--- src/rtl/bin_to_bcd_pkg.sv ---
// Shared constants for the signed binary to BCD converter: state encodings,
// the blanked-digit code and the saturation limit.
package bin_to_bcd_pkg;

  typedef enum logic [1:0] {
    BCD_IDLE  = 2'd0,
    BCD_SHIFT = 2'd1,
    BCD_DONE  = 2'd2
  } bcd_state_e;

  localparam int DATA_W = 11;
  localparam int STAGES = 10;

  localparam logic [3:0] OFF     = 4'hF;
  localparam logic [9:0] BCD_MAX = 10'd999;
  localparam logic [3:0] CNT_TOP = 4'(STAGES - 1);

endpackage

--- src/rtl/bcd_add3.sv ---
// Double-dabble digit correction: a BCD digit of 5 or more gets 3 added so the
// following left shift carries correctly into the next decade.
module bcd_add3 (
  input  logic [3:0] d,
  output logic [3:0] q
);

  assign q = (d >= 4'd5) ? d + 4'd3 : d;

endmodule

--- src/rtl/bin_to_bcd.sv ---
// Sequential 11-bit signed binary to 3-digit BCD converter (one bit per clock).
// Optional leading-zero blanking on the result digits: define BIN_TO_BCD_BLANK_EN.
module bin_to_bcd
  import bin_to_bcd_pkg::*;
(
  input  logic              clk,
  input  logic              rst,
  input  logic              start,
  input  logic [DATA_W-1:0] bin_in,
  output logic              busy,
  output logic              done,
  output logic [3:0]        out_ones,
  output logic [3:0]        out_tens,
  output logic [3:0]        out_huns,
  output logic              negative,
  output logic              overflow
);

  bcd_state_e state_q, state_d;

  logic [3:0]  cnt_q;
  logic        sign_q;
  logic        nz_q;
  logic        ovf_q;
  logic [9:0]  mag_q;
  logic [11:0] scr_q;

  logic [3:0]  ones_adj, tens_adj, huns_adj;
  logic [21:0] shifted;
  logic        accept;
  logic        last_shift;
  logic [10:0] mag_in;

  function automatic logic [10:0] abs11(input logic signed [DATA_W-1:0] v);
    logic [10:0] u;
    u = v;
    return v[DATA_W-1] ? (~u + 11'd1) : u;
  endfunction

  function automatic logic [9:0] sat999(input logic [10:0] m);
    return (m > 11'(BCD_MAX)) ? BCD_MAX : m[9:0];
  endfunction

  function automatic logic [11:0] blank(input logic [11:0] s);
    logic [11:0] r;
    r = s;
`ifdef BIN_TO_BCD_BLANK_EN
    if (s[11:8] == 4'd0) begin
      r[11:8] = OFF;
      if (s[7:4] == 4'd0) r[7:4] = OFF;
    end
`endif
    return r;
  endfunction

  assign accept     = (state_q == BCD_IDLE) && start;
  assign last_shift = (state_q == BCD_SHIFT) && (cnt_q == 4'd0);
  assign mag_in     = abs11(bin_in);

  always_ff @(posedge clk) begin
    if (rst) state_q <= BCD_IDLE;
    else     state_q <= state_d;
  end

  always_comb begin
    state_d = state_q;
    case (state_q)
      BCD_IDLE:  if (start) state_d = BCD_SHIFT;
      BCD_SHIFT: if (cnt_q == 4'd0) state_d = BCD_DONE;
      BCD_DONE:  state_d = BCD_IDLE;
      default:   state_d = BCD_IDLE;
    endcase
  end

  always_ff @(posedge clk) begin
    if (rst)                         cnt_q <= 4'd0;
    else if (accept)                 cnt_q <= CNT_TOP;
    else if (state_q == BCD_SHIFT)   cnt_q <= cnt_q - 4'd1;
  end

  // Shift stage: correct each scratch digit, then shift magnitude MSB into ones LSB
  bcd_add3 u_add_ones (.d(scr_q[3:0]),  .q(ones_adj));
  bcd_add3 u_add_tens (.d(scr_q[7:4]),  .q(tens_adj));
  bcd_add3 u_add_huns (.d(scr_q[11:8]), .q(huns_adj));

  assign shifted = {huns_adj, tens_adj, ones_adj, mag_q} << 1;

  always_ff @(posedge clk) begin
    if (accept) begin
      sign_q <= bin_in[DATA_W-1];
      nz_q   <= |mag_in;
      ovf_q  <= (mag_in > 11'(BCD_MAX));
      mag_q  <= sat999(mag_in);
      scr_q  <= 12'd0;
    end else if (state_q == BCD_SHIFT) begin
      scr_q  <= shifted[21:10];
      mag_q  <= shifted[9:0];
    end
  end

  // Result stage: loaded on the final shift so the digits appear with done
  always_ff @(posedge clk) begin
    if (rst) begin
      out_ones <= 4'd0;
      out_tens <= 4'd0;
      out_huns <= 4'd0;
      negative <= 1'b0;
      overflow <= 1'b0;
    end else if (last_shift) begin
      {out_huns, out_tens, out_ones} <= blank(shifted[21:10]);
      negative <= sign_q & nz_q;
      overflow <= ovf_q;
    end
  end

  assign busy = (state_q == BCD_SHIFT);
  assign done = (state_q == BCD_DONE);

endmodule

--- config.mk ---
export PLATFORM = sky130hd
export DESIGN_NAME = bin_to_bcd
export DESIGN_NICKNAME = d
export VERILOG_FILES = /design/src/rtl/bin_to_bcd_pkg.sv /design/src/rtl/bcd_add3.sv /design/src/rtl/bin_to_bcd.sv
export SDC_FILE = /design/constraint.sdc
export NUM_CORES = 1
export LEC_CHECK = 0
export ABC_AREA = 0
export CORE_ASPECT_RATIO = 1.75
export CORE_MARGIN = 5
export CORE_UTILIZATION = 35
export DETAILED_ROUTE_END_ITERATION = 8
export PLACE_DENSITY_LB_ADDON = 0.15
export SLEW_MARGIN = 20
export SYNTH_ARGS = -nofsm -noshare
export SYNTH_HDL_FRONTEND = slang
export SYNTH_SLANG_ARGS = --single-unit
--- constraint.sdc ---
create_clock -name clk -period 2.2 [get_ports clk]
set_clock_uncertainty 0.05 [all_clocks]
set_input_delay 0.33 -clock clk [delete_from_list [all_inputs] [get_ports clk]]
set_output_delay 0.33 -clock clk [all_outputs]
set_load 0.005 [all_outputs]
Yosys cells after proc, flatten, opt, wreduce, memory -nomap -nowiden. Index checks and enable logic that the tools add are counted.

Add/sub/neg operators: 5. Equal/unequal tests: 4. Bitwise gates (word level): 2. Muxes and demuxes: 12. Magnitude comparators: 4. Reduce and logical (&&, ||, !) cells: 8.

Operators by type and width (count): $mux 10 (3); $mux 4 (4); $ge 4x3->1 const B (3); $add 11x1->11 const B (1); $gt 11x10->1 const B (1); $mux 11 (1); $not 11->11 (1); $reduce_or 11->1 (1); $add 4x2->4 const B (2); $logic_not 4->1 (1); $mux 2 (2); $pmux 2 s2 (1); $sub 4x1->4 const B (1); $add 3x2->3 const B (1); $mux 3 (1); $eq 2x1->1 const B (1); $eq 2x2->1 const B (1); $logic_and 1x1->1 (2); $logic_not 2->1 (1); $ne 2x1->1 const B (1); $ne 2x2->1 const B (1); $reduce_and 2->1 (1); $reduce_bool 2->1 (1); $reduce_or 2->1 (1); $and 1x1->1 (1).

Logic and storage cells: 48. Output and inout bits: 16. Bits in registers: 45.

Depth between registers and ports, before layout.
Depth in word-level cells: 6. Depth in mapped cells: 7.

Hierarchy. A second synthesis with hierarchy kept.

Cells, all modules: 281. Area, all modules: 2451.1 µm².

Modules (own cells, without submodules): bin_to_bcd (times used 1, cells each 233, area each 2147.1 µm², seq. area each 1031.0 µm²); bcd_add3 (times used 3, cells each 16, area each 101.3 µm², seq. area each 0.0 µm²).

Worst setup path before layout. OpenSTA, ideal clock, no wires.

Path kind: input -> register. Start: input port bin_in[2]. End: register mag_q[3], data pin. Slack: -131 ps. Setup time: 268 ps. Cell stages on the path: 7. Arrival time: 2013 ps. Cell sequence: buf_6 > or3_1 > buf_2 > or4_1 > a21o_1 > a221oi_4 > o31ai_1.

Word-level cells in the longest chain between the ends: 6.

RTL lines: from (decl) (line bin_to_bcd.sv:9) `input logic [DATA_W-1:0] bin_in,`; $not 11->11 (line bin_to_bcd.sv:37) `return v[DATA_W-1] ? (~u + 11'd1) : u;`; $add 11x1->11 (line bin_to_bcd.sv:37); $mux 11 (*) (line bin_to_bcd.sv:37); $gt 11x10->1 (line bin_to_bcd.sv:41) `return (m > 11'(BCD_MAX)) ? BCD_MAX : m[9:0];`; $mux 10 (*) (line bin_to_bcd.sv:41); $mux 10 (*) (line bin_to_bcd.sv:89) `if (accept) begin`; to (signal assigned) (line bin_to_bcd.sv:93) `mag_q <= sat999(mag_in);`; to (signal assigned) (line bin_to_bcd.sv:97) `mag_q <= shifted[9:0];`; to (decl) (line bin_to_bcd.sv:25) `logic [9:0] mag_q;`.

Every way passes the cells marked *; elsewhere a longest branch is shown, timed or not. A chain may end at the register's enable or synchronous reset.

Worst setup path after layout.
Start: input port bin_in[1]. End: register mag_q[3], data pin.

The elaborated chain is that of the path after synthesis.

==> flow_summary.yaml <==
status:
  outcome: "finished, final reports clean"
critical_path:
  endpoint_kind: "register"
  path_class: "input port to register"
  worstPathArrival_ns: 2.13
  required_ns: 2.18
  crit_fanout: 6
  cp-start-kind: "input port"
die:
  rows: 40
  initial_core_util: 0.354
  pin_count: 30
  die_h_um: 120
  die_x_um: 72.7
  fp.dieArea_um2: 8710
  design.core.area_um2: 6810
clocking:
  cts-root-buf: "clkbuf_16"
  cts_tree: "done"
  clock_sinks: 45
  cts_buffers: 5
  cts_buffer_depth: 2
  hold_buffers: 0
  clk_latency_ns: 0.29
  cts.htree.levels: 2
  clkTransAtPathRegs_ns: 0.06
logic_synthesis:
  synth_area_leader_cell: "dfxtp_1"
  synthesis.area_um2: 2410
  async_flop_share: 0
  yosys-top-cells-area: "dfxtp_1 (27%), edfxtp_1 (16%), nand2_1 (5.5%), o21ai_0 (4.8%), ha_1 (4.2%)"
  synth.most_common_cell: "nand2_1"
  synth_seq_area_share: 0.428
  ys_ff_latch: 45
  yosys-top-cells-count: "nand2_1 (35), dfxtp_1 (32), nor2_1 (23), o21ai_0 (23), a21oi_1 (18)"
  synth-edff-count: 13
  synth-main-ff-cell: "dfxtp_1"
  yosysUniqueCellTypes: 44
  syn_avg_cell_area_um2: 8.67
  ys_warn_count: 0
  syn-num-nets: 300
  syn_inst: 278
  synth_top_area_share: 0.266
finish:
  final_cell_area_um2: 3230
  drive_gt1_frac: 0.200
  diodes: 0
  synthToLayoutAreaGrowth_pct: 34.1
  instances_no_fill: 424
  postLayoutCoreUtil: 0.475
  nNetsFinal: 361
detailed_routing:
  wl_met1_um: 2090
  dr_wl_met3_um: 206
  drc: 0
  drt_iter0_drc: 61
  wire_per_inst_um: 13.8
  wl_met2_um: 3400
  vias: 2153
  ant_nets: 0
  firstDrtPassIters: 4
  via_per_inst: 5.08
  wl_um: 5860
  topRoutingLayerUsed: "met4"
power:
  total_power_mw: 2.18
  leakage_nw: 1.26
  p_per_area_nw_per_um2: 675
  peakVddDrop_v: 0.000334
place:
  portBuffers: 29
  routabilityCongestion: 0.848
  place_hpwl_um: 4670
  numPlacedInstances: 415
  place_area_um2: 3060
sta:
  min_period_ns: 2.15
  hold_violations: 0
  relSlewSlack: 0.716
  finalSetupViolations: 0
  clock.fmax_ghz: 0.466
  fin_crit_sh: 0.975
  fin_tns_setup_ns: 0
  worst_pin_slew_ns: 0.425
  slew_violations: 0
job:
  max-cap-violations: 0
grt:
  globalRoute.totalOverflow: 0
  grt_pass1_wl_um: 9940
  first_global_vias: 2179
  antenna_found_initial: 0
  grt_start_max_net_pins: 20
  grt.total_usage: 0.149
worst_hold_path:
  hold_path_class: "register to register"
where the power goes:
group	leakage [nW]	switching, mW	internal (mW)
Combinational	0.805	0.253	0.226
Sequential	0.384	0.0420	0.945
Clock	0.0687	0.303	0.411
Total	1.26	0.598	1.58
cell usage in the layout (no fill, tap or decap), types with 9 or more instances in the layout:
cell type / n
dfxtp_1: 32
nor2_1: 22
a21oi_1: 18
clkdlybuf4s50_1: 21
edfxtp_1: 13
buf_4: 41
nand2_1: 35
o21ai_0: 22
inv_1: 14
xor2_1: 9
what timing repair did:
action	in CTS	in global routing
setup buffers	1	0
gates resized for setup	11	7
pin swaps	7	9
setup endpoints to repair	12	5
worst max-delay path, stage by stage:
cell and delay (ns):
dlygate4sd2_1 0.24, inv_2 0.06, ha_4 0.16, nand2b_4 0.13, or4_1 0.47, a21o_1 0.23, a221oi_4 0.39, o31ai_1 0.12
kinds of logic (layout without fill, tap and decap cells):
kind of cell	Yosys count	count (layout)	synth area share
AO/OA/AOI/OAI	66	66	0.178
XOR/XNOR	17	17	0.0618
adder cells (fa/ha/maj)	8	8	0.0415
buffers and inverters	31	93	0.0519
flip-flops	45	45	0.428
multiplexers	4	4	0.0182
AND/OR/NAND/NOR	107	107	0.221
metrics by stage:
stage,worst slack [ns],hold WS [ns]
2_1_floorplan,-0.0714,0.379
3_3_place_gp,-0.547,0.392
3_5_place_dp,-0.588,0.401
4_1_cts,0.0312,0.410
5_1_grt,-0.00286,0.426
6_report,0.0540,0.403
final cells by class:
| class | instances | area [um^2] |
|---|---|---|
| clock buffer | 5 | 125 |
| clock inverter | 3 | 12.5 |
| fill | 695 | 3580 |
| inverter | 15 | 56.3 |
| multi-input combinational | 202 | 1310 |
| sequential | 45 | 1030 |
| tap | 84 | 105 |
| timing repair buffer | 70 | 588 |
sequential cells by signal, indices dropped and copies added, names as in the netlist:
register  count
out_huns      4
overflow      1
ovf_q         1
cnt_q         4
sign_q        1
negative      1
state_q       2
out_tens      4
scr_q        12
out_ones      4
nz_q          1
mag_q        10
final timing paths:
| kind | startpoint | end | slack, ns | cells after the start |
|---|---|---|---|---|
| hold / removal | negative$_SDFFE_PP0P_ | negative$_SDFFE_PP0P_ | 0.40 | 2 |
| setup reg to reg | scr_q[5]$_SDFFE_PP0P_ | out_tens[2]$_SDFFE_PP0P_ | 0.42 | 7 |
| hold reg to reg | negative$_SDFFE_PP0P_ | negative$_SDFFE_PP0P_ | 0.40 | 2 |
| setup / recovery | bin_in[1] | mag_q[3]$_DFFE_PP_ | 0.05 | 8 |
per-layer routing:
metal,vias up,GRT usage
li1,1097,-
met1,1010,0.133
met2,38,0.291
met3,8,0.0327
met4,0,0.0808
met5,-,0
(Power assumes the default switching activity.)
==> patch: new RTL, same settings <==
The package constant `BCD_MAX` goes from 10'd999 to 10'd512.
--- a/src/rtl/bin_to_bcd_pkg.sv
+++ b/src/rtl/bin_to_bcd_pkg.sv
@@ -14,3 +14,3 @@
   localparam logic [3:0] OFF     = 4'hF;
-  localparam logic [9:0] BCD_MAX = 10'd999;
+  localparam logic [9:0] BCD_MAX = 10'd512;
   localparam logic [3:0] CNT_TOP = 4'(STAGES - 1);
Behaviour: no difference found for any inputs over 10 cycles, from zero or initial values and one cycle with rst high; that may be too few to reach the edited logic, so the function may still have changed.
==> patch against the unedited design <==
Worst setup slack improved by 0.030 ns; area after synthesis rose by 0.10%; critical path depth did not move; power rose by 1.6%; routed wire length fell by 7.8%; sequential power rose by 1%; cell area fell by 1.9%; sequential cell count did not move; critical endpoint is now nz_q.
==> patch: results (changes against the unedited design) <==
Status: completed
Initial DRC count: 84 (+38%)
Non-clk bufs: 60 (-14%)
Worst R2R Setup Slack: 0.39 ns (-0.03 ns)
Cell count after synthesis: 268 (-3.6%)
Compound-Gate Fraction of Synth Area: 18.7% (+0.86 points)
Synthesized Nets: 290 (-3.3%)
Met2 wire length: 3000 um (-12%)
Multi-In Gates: 192 (-5.0%)
Fraction of area in clock buffers and inverters: 4.38% (+0.12 points)
Worst setup endpoint: nz_q
Met3 usage: 2.43% (-0.84 points)
CP arrival: 2.10 ns (-0.03 ns)
GRT Total Usage: 13.2% (-1.7 points)
HPWL after DPL: 4160 um (-11%)
Routing usage on met2: 25.3% (-3.7 points)
Routed wire length: 5400 um (-7.8%)
Proportion of layout cells with a drive suffix above 1: 20.1% (+0.063 points)
Synth top cells by count: dfxtp_1 (32), nand2_1 (30), o21ai_0 (28), clkbuf_1 (15), nor2_1 (15)
Met1 WL: 1940 um (-7.3%)
Worst r2r src: state_q[1]
Reg-to-reg endpoint: out_ones[2]
Worst vdd ir: 289 uV (-13%)
Inst Count DP: 394 (-5.1%)
Post-synthesis adder-cell area fraction: 4.15% (-0.0043 points)
Routing usage on met1: 12.1% (-1.2 points)
Synth Area in XOR/XNOR: 4.72% (-1.5 points)
Multi-input gate area: 0.00131 mm^2 (-0.19%)
First-pass GRT wire length: 9030 um (-9.2%)
CP max-delay cell: or3b_4
Clock Buffer Count: 6 (+1)
CP delay by family, top: simple AND/OR/NAND/NOR gates
Gpl congestion: 0.927 (+9.4%)
Library cells used by synthesis: 52 (+18%)
Final cell count without fillers: 403 (-5.0%)
Metal3 WL: 217 um (+5.3%)
Worst reg2reg path depth: 6 (-1)
Largest net degree at the start of global routing: 22 (+10%)
NonClk Buf Share: 16.8% (-1.4 points)
Register area share after synthesis: 42.7% (-0.044 points)
Vias in the first global route: 2041 (-6.3%)
Seq Cell Count: 45 (unchanged)
P_leak: 1.22 nW (-3.2%)
Mux cell area share after synthesis: 1.87% (+0.050 points)
Non-Clock Inverter Count: 14 (-1)
Rel. slew slack: 57.9% (-14 points)
Worst path max stage delay: 0.41 ns (-0.06 ns)
## patch: cell types whose count changed after synthesis, sizes merged, moves of 3 or more
cell | before | now
a21oi | 18 | 12
or4 | 3 | 0
nor2b | 6 | 9
nand2 | 35 | 30
nor2 | 23 | 15
a21o | 3 | 0
xor2 | 9 | 5
o21ai | 23 | 29
nor3 | 9 | 5
nand3 | 7 | 10
## patch: report_power, final
| part | internal, mW | switching, mW |
|---|---|---|
| combinational | 0.229 | 0.264 |
| clock | 0.417 | 0.305 |
| sequential | 0.954 | 0.0449 |
## patch: stage by stage
step                setup WS [ns]  util (%)  cell area (um^2)
floorplan                  0.0527         -              2410
global placement           -0.480      43.4              2950
detailed placement         -0.521      43.4              2950
CTS                       -0.0128      45.9              3120
global route              0.00761      46.6              3170
finish                     0.0845      46.6              3170
## patch: what timing repair did
action	in CTS	in global routing
gates resized for setup	6	11
endpoints found under the setup margin	12	7
setup buffers	0	1
pin swaps	2	9
cloned	0	0
